$ cat src/rtl/reg_packer.sv
// Packs 24-bit pixel words little-endian into a 128-bit staging buffer and
// presents the oldest 64 packed bits as an output word.
module reg_packer (
    input  logic        clk,
    input  logic        reset,
    input  logic [23:0] data_in,
    input  logic        push,
    input  logic        flush,
    input  logic        pop,
    output logic [63:0] data_o,
    output logic        valid,
    output logic        full,
    output logic [4:0]  count
);

    logic [127:0] pack_q, pack_d, base_pack;
    logic [7:0]   fill_q, fill_d, base_fill;
    logic         push_ok, pop_ok, flush_ok;

    assign data_o = pack_q[63:0];
    assign valid  = (fill_q >= 8'd64);
    assign full   = (fill_q > 8'd104);
    assign count  = fill_q[7:3];

    always_comb begin
        pop_ok   = pop && valid;
        push_ok  = push && !full;
        // Flush only pads a partial word, and only on an otherwise idle cycle.
        flush_ok = flush && !push && !pop && (fill_q != 8'd0) && (fill_q < 8'd64);

        base_pack = pop_ok ? {64'd0, pack_q[127:64]} : pack_q;
        base_fill = pop_ok ? (fill_q - 8'd64) : fill_q;

        pack_d = base_pack;
        fill_d = base_fill;
        if (push_ok) begin
            // Bits at or above fill are zero, so OR-ing in the new word is safe.
            pack_d = base_pack | ({104'd0, data_in} << base_fill);
            fill_d = base_fill + 8'd24;
        end else if (flush_ok) begin
            fill_d = 8'd64;
        end
    end

    always_ff @(posedge clk) begin
        if (reset) begin
            pack_q <= 128'd0;
            fill_q <= 8'd0;
        end else begin
            pack_q <= pack_d;
            fill_q <= fill_d;
        end
    end

endmodule

$ cat config.mk
export PLATFORM = sky130hd
export DESIGN_NAME = reg_packer
export DESIGN_NICKNAME = d
export VERILOG_FILES = /design/src/rtl/reg_packer.sv
export SDC_FILE = /design/constraint.sdc
export NUM_CORES = 1
export LEC_CHECK = 0
export CORE_UTILIZATION = 40
export CTS_CLUSTER_SIZE = 30
export DETAILED_ROUTE_END_ITERATION = 7
export PLACE_DENSITY_LB_ADDON = 0.15
export SLEW_MARGIN = 20
export SYNTH_ARGS = -nofsm -noshare
export SYNTH_HDL_FRONTEND = slang
export SYNTH_SLANG_ARGS = --single-unit
$ cat constraint.sdc
create_clock -name clk -period 2.4 [get_ports clk]
set_clock_uncertainty 0.2 [all_clocks]
set_input_delay 0.48 -clock clk [delete_from_list [all_inputs] [get_ports clk]]
set_output_delay 0.48 -clock clk [all_outputs]
set_load 0.01 [all_outputs]
==> key figures, run 1 <==
Run status
  – Outcome: completed

Worst setup path
  – CP endpoint: count[1]
  – Crit end category: output port
  – CP Launch Type: flip-flop
  – Worst r2r dst: pack_q[9]
  – R2r setup slk: 0.13 ns
  – Worst R2R Start: fill_q[6]
  – Worst endpoint required time: 1.72 ns
  – Critical path type: reg2out
  – Crit-path max FO: 22
  – Launch point of the worst path: fill_q[4]
  – R2R cell count: 7
  – Critical Path AT: 1.65 ns

Yosys
  – Synthesized area per cell: 9.41 um2
  – Mapped Cells: 733
  – Seq/Total Area, Yosys: 0.386
  – Synth area leaders: dfxtp_1 (39%), buf_4 (7.9%), mux2i_1 (7.4%)
  – Area leader, netlist: dfxtp_1
  – EDFF count, synth: 0
  – Ys Warns: 0
  – #FFs+latches synth: 133
  – Asr flop ratio synth: 0
  – Post-synth top area share: 0.386
  – Post-synthesis instance area: 6900 um2
  – Unique masters post-synth: 62
  – Top_reg_cell synth: dfxtp_1
  – Syn nets: 766

Finish
  – Final Cell Area: 8640 um2
  – Non-Filler Instances: 1014
  – Final core utilization: 0.517
  – Most frequent cells in the layout: dfxtp_1 (128), clkdlybuf4s50_1 (95), nand2_1 (54)
  – Antenna diodes: 0
  – Final nets: 815
  – Commonest non-fill, non-tap cell in the layout: dfxtp_1
  – P&R area growth vs syn: 25.2%
  – Layout cells sized above 1: 0.162

Global route
  – GRT Overall Usage: 0.224
  – GR Layer Usage met3: 0.0476
  – Wire length of the first global-routing pass: 31.0 mm
  – Initial antenna violation count: 0
  – Via count of the first global-routing pass: 5575
  – Met2 Resource Use GR: 0.368
  – Met1 usage: 0.291
  – Top Usage Layer GRT: met2
  – Grt ovf: 0
  – Pin count of the biggest net entering global routing: 89

Detailed routing
  – Initial drt markers: 386
  – Routed wire length: 19.7 mm
  – Antenna viol nets, final: 0
  – DRC violations left: 0
  – Drt first pass iters: 5
  – DR vias: 5864
  – Routed len/inst: 19.4 um
  – Vias per cell: 5.78

Floorplanning
  – DIE AREA: 17800 um2
  – Die Ht: 133 um
  – Starting Density: 0.413
  – # rows: 47
  – Die Span X: 133 um
  – I/O pins: 100
  – Core Box Area: 16700 um2

CTS
  – CTS sink cnt: 133
  – Clock Tree Buf Depth: 2
  – Clock latency on the worst-skew pair: 0.41 ns
  – H-tree depth: 4
  – CTS tree: done
  – Clk slew on worst S/H paths: 0.06 ns
  – TritonCTS Buffers: 17
  – CTS Hold Bufs: 0
  – Root Buffer Master: clkbuf_16

Timing
  – Final min period: 2.33 ns
  – Fmax: 428 MHz
  – Hold Vio Cnt, Final: 0
  – Worst slew margin: 0.526
  – Worst-Margin Slew: 0.708 ns
  – Pins over their slew limit: 0
  – Final Cycle Share: 0.973
  – Final Setup Violations: 0
  – RSZ-0062 raised after global routing: no

Placement
  – GPL Wtd Cong: 0.887
  – Placed cell count: 977
  – Placed Area: 7900 um2
  – # port buffers: 99
  – Hpwl dp: 13.8 mm

Job
  – Total of max-cap violations: 0

Pwr
  – Pleak: 0.00314 uW
  – PD cells: 1150 nW/um2
  – Pwr Total: 9900 uW
  – Maximum VDD drop: 0.000577 V

Worst hold path
  – Min-delay worst type: reg2reg
[power breakdown]
part	leakage, uW	switching [uW]	total, uW	internal, uW
clock	0.000299	974	2660	1680
combinational	0.00176	2470	4440	1970
sequential	0.00108	230	2800	2570
[worst min-delay path by stage]
stage	cells after the start	to	startpoint
3_3_place_gp	2	pack_q[111]	pack_q[111]
4_1_cts	2	pack_q[104]	pack_q[104]
6_report	2	pack_q[104]	pack_q[104]
5_1_grt	2	pack_q[98]	pack_q[98]
3_5_place_dp	2	pack_q[104]	pack_q[104]
2_1_floorplan	2	pack_q[100]	pack_q[100]
[sequential cells by signal, summed over array words and instances (netlist names)]
| name | cells |
|---|---|
| fill_q | 5 |
| pack_q | 128 |
[cell type report]
type,instances,area (um2)
Tap cell,220,275
Fill cell,1554,8060
Timing Repair Buffer,153,1600
Clock buffer,19,453
Multi-Input combinational cell,470,3460
Inverter,7,27.5
Clock inverter,12,153
Sequential cell,133,2670
[metrics by stage]
| stage | hold WS [ns] | worst slack, ns | setup TNS (ns) |
|---|---|---|---|
| floorplan | 0.224 | 0.0570 | 0 |
| global placement | 0.237 | -0.0682 | -1.24 |
| detailed placement | 0.247 | -0.102 | -4.55 |
| CTS | 0.260 | -0.00844 | -0.00844 |
| global route | 0.279 | 0.00513 | 0 |
| finish | 0.255 | 0.0655 | 0 |
[worst max-delay path, stage by stage, from the launching register on]
cell and delay [ns]:
dfxtp_2 0.32, buf_4 0.29, clkdlybuf4s50_1 0.62
[metal layers]
| metal | vias up | share of wire | routed length (um) |
|---|---|---|---|
| met3 | 34 | 0.055 | 1080 |
| met5 | - | 0 | 0 |
| met2 | 208 | 0.49 | 9600 |
| met4 | 0 | 0.021 | 422 |
| li1 | 2771 | - | - |
| met1 | 2851 | 0.44 | 8550 |
[cells in the mapped netlist, types with 4 or more instances]
master     instances
dfxtp_1          133
buf_4             73
nand2_1           54
nand2b_1          53
mux2i_1           51
o22ai_1           40
nand3b_1          33
o221ai_1          32
nor2_1            29
a32oi_1           23
buf_2             23
clkbuf_1          23
o2bb2ai_1         23
o21ai_0           17
a22o_1            16
a22oi_1           12
nand3_1           10
a31oi_1            8
mux2_2             8
a21oi_1            5
inv_1              5
nor2b_1            5
ha_1               4
or2_2              4
[cell families (layout without fill, tap and decap cells)]
| family | count (synthesis) | count (layout) | share of synthesized area |
|---|---|---|---|
| mux | 59 | 59 | 0.0871 |
| buf+inv | 130 | 191 | 0.116 |
| flops | 133 | 133 | 0.386 |
| compound gates | 200 | 200 | 0.235 |
| simple gates | 206 | 206 | 0.168 |
| xor+xnor | 1 | 1 | 0.00127 |
| fa+ha+maj | 4 | 4 | 0.00725 |
[timing repair]
action	in CTS	in global routing
pin swaps	1	1
cloned	1	0
gates resized for setup	14	7
buffers inserted	2	3
setup endpoints to repair	34	25
Power figures use the tool's default switching activity.
==> run 2: changes to the inputs <==
--- a/config.mk
+++ b/config.mk
@@ -5,7 +5,9 @@
 export SDC_FILE = /design/constraint.sdc
 export NUM_CORES = 1
 export LEC_CHECK = 0
-export CORE_UTILIZATION = 40
+export CELL_PAD_IN_SITES_DETAIL_PLACEMENT = 0
+export CELL_PAD_IN_SITES_GLOBAL_PLACEMENT = 2
+export CORE_UTILIZATION = 31
 export CTS_CLUSTER_SIZE = 30
 export DETAILED_ROUTE_END_ITERATION = 7
 export PLACE_DENSITY_LB_ADDON = 0.15
==> key figures, run 2 (synthesis gave the netlist of run 1 again) <==
Run status
  – Outcome: completed

Detailed routing
  – Vias per cell: 5.33
  – Antenna viol nets, final: 0
  – Routed wire length: 21.4 mm
  – DRC violations left: 0
  – Routed len/inst: 19.8 um
  – Drt first pass iters: 5
  – DR vias: 5782
  – Initial drt markers: 292

Pwr
  – Gate power share: 0.445
  – Switching share of power: 0.368
  – PD cells: 1150 nW/um2
  – Pwr Total: 10200 uW
  – Maximum VDD drop: 0.000572 V
  – P_int: 6450 uW
  – Clock share of power: 0.281
  – Seq pwr share: 0.275
  – P_sw: 3760 uW
  – Pleak: 0.00318 uW

CTS
  – CTS Hold Bufs: 0
  – TritonCTS Buffers: 17
  – Clk slew on worst S/H paths: 0.06 ns
  – Clock latency on the worst-skew pair: 0.41 ns
  – Clock Tree Buf Depth: 2
  – H-tree depth: 4
  – CTS tree: done
  – CTS sink cnt: 133
  – Root Buffer Master: clkbuf_16

Floorplanning
  – # rows: 54
  – Die Span X: 151 um
  – Starting Density: 0.316
  – Die Ht: 151 um
  – I/O pins: 100
  – Core Box Area: 21800 um2
  – DIE AREA: 22900 um2

Worst setup path
  – Buf+Inv Stages, Crit Path: 2
  – CP Depth: 5
  – R2r setup slk: 0.12 ns
  – Worst r2r dst: pack_q[6]
  – Worst endpoint required time: 1.72 ns
  – Worst R2R Start: fill_q[6]
  – CP Launch Type: flip-flop
  – Critical Path AT: 1.67 ns
  – Cell family with most CP delay: buffers and inverters
  – Critical Path Slowest Stage Cell: dfxtp_1
  – Slowest Stage Delay on Critical Path: 0.35 ns
  – Crit-path max FO: 3
  – Critical path type: reg2out
  – Crit-path cells: inv_2 > ha_4 > and3_4 > a21o_1 > dlygate4sd2_1
  – Crit end category: output port
  – R2R cell count: 7

Job
  – Total of max-cap violations: 0

Finish
  – Final nets: 827
  – Most frequent cells in the layout: dfxtp_1 (130), clkdlybuf4s50_1 (96), nand2_1 (54)
  – Antenna diodes: 0
  – Biggest regs: pack_q (128), fill_q (5)
  – Commonest non-fill, non-tap cell in the layout: dfxtp_1
  – Max reg flops: 128
  – P&R area growth vs syn: 28.1%
  – Largest reg by FF count: pack_q
  – Layout cells sized above 1: 0.173

Worst hold path
  – Hold endpoint: pack_q[109]
  – Hold_sp: pack_q[109]
  – Min-delay worst type: reg2reg
  – Hold path depth: 2

Timing
  – Final min period: 2.35 ns
  – Final Cycle Share: 0.979
  – Hold Vio Cnt, Final: 0
  – Final Setup Violations: 0
  – Setup TNS: 0 ns
  – RSZ-0062 raised after global routing: no
  – Worst-Margin Slew: 0.577 ns
  – Pins over their slew limit: 0
  – Fmax: 426 MHz
  – Worst slew margin: 0.614

Global route
  – Wire length of the first global-routing pass: 32.8 mm
  – Grt ovf: 0
  – Via count of the first global-routing pass: 5697
  – Initial antenna violation count: 0
  – GRT Overall Usage: 0.192
  – Pin count of the biggest net entering global routing: 89

Placement
  – Hpwl dp: 15.4 mm
  – GPL Wtd Cong: 0.858
  – # port buffers: 99
[run 2: layer usage]
layer,part of all wire,track usage,vias up
li1,-,-,2792
met1,0.44,0.247,2821
met2,0.49,0.316,147
met3,0.044,0.0334,22
met4,0.019,0.0775,0
met5,0,0,-
[run 2: power groups by stage]
stage | combinational, uW | sequential [uW] | clock, uW
after CTS | 4490 | 2810 | 2940
after floorplan | 2840 | 2780 | 0
final | 4540 | 2800 | 2870
after global placement | 4440 | 2830 | 0
after global routing | 4860 | 2850 | 3040
after detailed placement | 4470 | 2840 | 0
[run 2: layout make-up]
| class | instances | area, um2 |
|---|---|---|
| Multi-Input combinational cell | 470 | 3480 |
| Sequential cell | 133 | 2670 |
| Clock buffer | 18 | 439 |
| Inverter | 7 | 27.5 |
| Fill cell | 2138 | 13000 |
| Timing Repair Buffer | 165 | 1680 |
| Tap cell | 280 | 350 |
| Clock inverter | 12 | 204 |
[run 2: worst max path at each step]
stage / start / endpoint
6_report: fill_q[7] / full
3_3_place_gp: pop / pack_q[118]
4_1_cts: fill_q[3] / full
2_1_floorplan: fill_q[4] / pack_q[16]
3_5_place_dp: pop / pack_q[121]
5_1_grt: fill_q[4] / valid
[run 2: what timing repair did]
| action | CTS | global route |
|---|---|---|
| endpoints found under the setup margin | 34 | 75 |
| resized for setup | 9 | 7 |
| buffers inserted | 0 | 4 |
| pin swaps | 1 | 3 |
[run 2: worst min-delay path: stages, from the launching register on]
cell	delay (ns)
dfxtp_1	0.32
nand2_1	0.04
o21ai_0	0.06
[run 2: through the flow]
step / instances / utilization / setup WS [ns] / hold slack, ns / instance area [um2]
after floorplan: 733 / - / 0.0570 / 0.224 / 6910
after global placement: 1051 / 0.371 / -0.197 / 0.235 / 8090
after detailed placement: 1051 / 0.371 / -0.293 / 0.244 / 8090
after CTS: 1081 / 0.401 / 0.00902 / 0.258 / 8760
after global routing: 1085 / 0.405 / 0.00387 / 0.280 / 8840
final: 1085 / 0.405 / 0.0512 / 0.256 / 8840
==> run 3: changes to the inputs <==
--- a/config.mk
+++ b/config.mk
@@ -7,10 +7,13 @@
 export LEC_CHECK = 0
 export CELL_PAD_IN_SITES_DETAIL_PLACEMENT = 0
 export CELL_PAD_IN_SITES_GLOBAL_PLACEMENT = 2
-export CORE_UTILIZATION = 31
+export CORE_UTILIZATION = 36
 export CTS_CLUSTER_SIZE = 30
 export DETAILED_ROUTE_END_ITERATION = 7
+export DONT_BUFFER_PORTS = 1
+export GPL_TIMING_DRIVEN = 0
 export PLACE_DENSITY_LB_ADDON = 0.15
+export REMOVE_ABC_BUFFERS = 1
 export SLEW_MARGIN = 20
 export SYNTH_ARGS = -nofsm -noshare
 export SYNTH_HDL_FRONTEND = slang
==> key figures, run 3 (synthesis gave the netlist of run 1 again) <==
Run status
  – Outcome: completed

Detailed routing
  – Antenna viol nets, final: 0
  – Drt first pass iters: 6
  – Vias per cell: 5.93
  – Routed len/inst: 23.2 um
  – DR vias: 5434
  – Initial drt markers: 331
  – Routed wire length: 21.3 mm
  – DRC violations left: 0

CTS
  – TritonCTS Buffers: 17
  – Clock Tree Buf Depth: 2
  – H-tree depth: 4
  – Clock latency on the worst-skew pair: 0.42 ns
  – CTS tree: done
  – CTS sink cnt: 133
  – Root Buffer Master: clkbuf_16
  – Clk slew on worst S/H paths: 0.06 ns

Pwr
  – Pleak: 0.00271 uW
  – Pwr Total: 9550 uW
  – PD cells: 1240 nW/um2
  – Maximum VDD drop: 0.000499 V

Finish
  – Final Cell Area: 7710 um2
  – Biggest regs: pack_q (128), fill_q (5)
  – P&R area growth vs syn: 11.8%
  – Final nets: 703
  – Final core utilization: 0.411
  – Antenna diodes: 0
  – Most frequent cells in the layout: dfxtp_1 (128), nand2_1 (54), nand2b_1 (51)
  – Commonest non-fill, non-tap cell in the layout: dfxtp_1
  – Layout cells sized above 1: 0.174
  – Non-Filler Instances: 917
  – Largest reg by FF count: pack_q
  – Max reg flops: 128

Global route
  – Pin count of the biggest net entering global routing: 90
  – Initial antenna violation count: 0
  – Via count of the first global-routing pass: 5203
  – GRT Overall Usage: 0.217
  – Grt ovf: 0
  – Wire length of the first global-routing pass: 31.9 mm

Floorplanning
  – Starting Density: 0.368
  – Core Box Area: 18800 um2
  – Die Ht: 140 um
  – DIE AREA: 19700 um2
  – Die Span X: 140 um
  – # rows: 50
  – I/O pins: 100

Worst setup path
  – Crit-path max FO: 10
  – Critical path type: reg2out
  – Worst r2r dst: pack_q[36]
  – Worst R2R Start: fill_q[3]
  – R2R cell count: 9
  – Critical Path AT: 1.68 ns
  – Worst endpoint required time: 1.72 ns
  – R2r setup slk: 0.07 ns
  – CP Launch Type: flip-flop
  – Crit end category: output port

Timing
  – Fmax: 423 MHz
  – Pins over their slew limit: 0
  – RSZ-0062 raised after global routing: yes
  – Worst-Margin Slew: 0.840 ns
  – Final min period: 2.36 ns
  – Final Setup Violations: 0
  – Fin worst setup slack: 0.0354 ns
  – Final Cycle Share: 0.985
  – Hold Vio Cnt, Final: 0
  – Worst slew margin: 0.438

Worst hold path
  – Hold path depth: 2
  – Hold endpoint: pack_q[70]
  – Hold_sp: data_in[6]
  – Min-delay worst type: in2reg

Placement
  – GPL Wtd Cong: 0.781
  – Placed cell count: 853
  – # port buffers: 0
  – Place WS: -1.03 ns
  – Placed Area: 6610 um2
  – Hpwl dp: 13.5 mm

Job
  – Total of max-cap violations: 0
-- run 3: changes by cell type in the layout (fill, tap and decap cells not counted), moves of 3 or more --
cell,previous run,this run
bufinv_16,5,2
clkdlybuf4s50_1,96,0
clkinv_2,2,5
buf_4,49,13
buf_12,15,8
buf_16,0,4
dlygate4sd3_1,0,8
dfxtp_2,3,0
dfxtp_4,0,5
-- run 3: how the worst max path moves through the flow --
stage,startpoint,end,slack (ns)
detailed placement,fill_q[3],pack_q[36],-1.03
global placement,fill_q[3],pack_q[57],-5.35
CTS,fill_q[3],valid,-0.08
floorplan,fill_q[3],pack_q[57],-3.08
global route,fill_q[3],pack_q[34],-0.008
finish,fill_q[3],valid,0.04
-- run 3: area by class of cell --
class                      instances  area (um2)
clock buffer                      20         457
fill                            1846       11100
inverter                           7        32.5
multi-input combinational        470        3550
tap                              234         293
timing repair buffer              41         568
sequential                       133        2680
clock inverter                    12         128
-- run 3: power by group --
| part | internal [uW] | leakage [uW] | switching, uW |
|---|---|---|---|
| combinational | 1620 | 0.00135 | 2250 |
| clock | 1580 | 0.000278 | 1010 |
| sequential | 2590 | 0.00108 | 499 |
| total | 5780 | 0.00271 | 3760 |
-- run 3: critical path, cell delays in order, from the launching register on --
cell and delay, ns:
dfxtp_4 0.40, buf_12 0.14, clkinv_4 0.09, ha_4 0.17, and4bb_4 0.30, nand2b_4 0.16
-- run 3: metal layers --
layer / track usage / vias to the layer above / part of all wire
li1: - / 2558 / -
met1: 0.271 / 2675 / 0.44
met2: 0.350 / 173 / 0.47
met3: 0.0653 / 28 / 0.074
met4: 0.0816 / 0 / 0.020
met5: 0 / - / 0
-- run 3: per-stage QoR --
stage,TNS [ns],hold slack (ns)
after floorplan,-293.16,0.224
after global placement,-552.45,0.237
after detailed placement,-99.58,0.243
after CTS,-0.420,0.000632
after global routing,-0.0341,0.00532
final,0,0.0176
-- run 3: timing repair --
| item | CTS | global route |
|---|---|---|
| setup buffers | 17 | 4 |
| pin swaps | 8 | 1 |
| gates resized for setup | 24 | 11 |
| hold endpoints to repair | 39 | 0 |
| endpoints found under the setup margin | 133 | 78 |
| cloned | 1 | 1 |
| hold buffers | 9 | 0 |
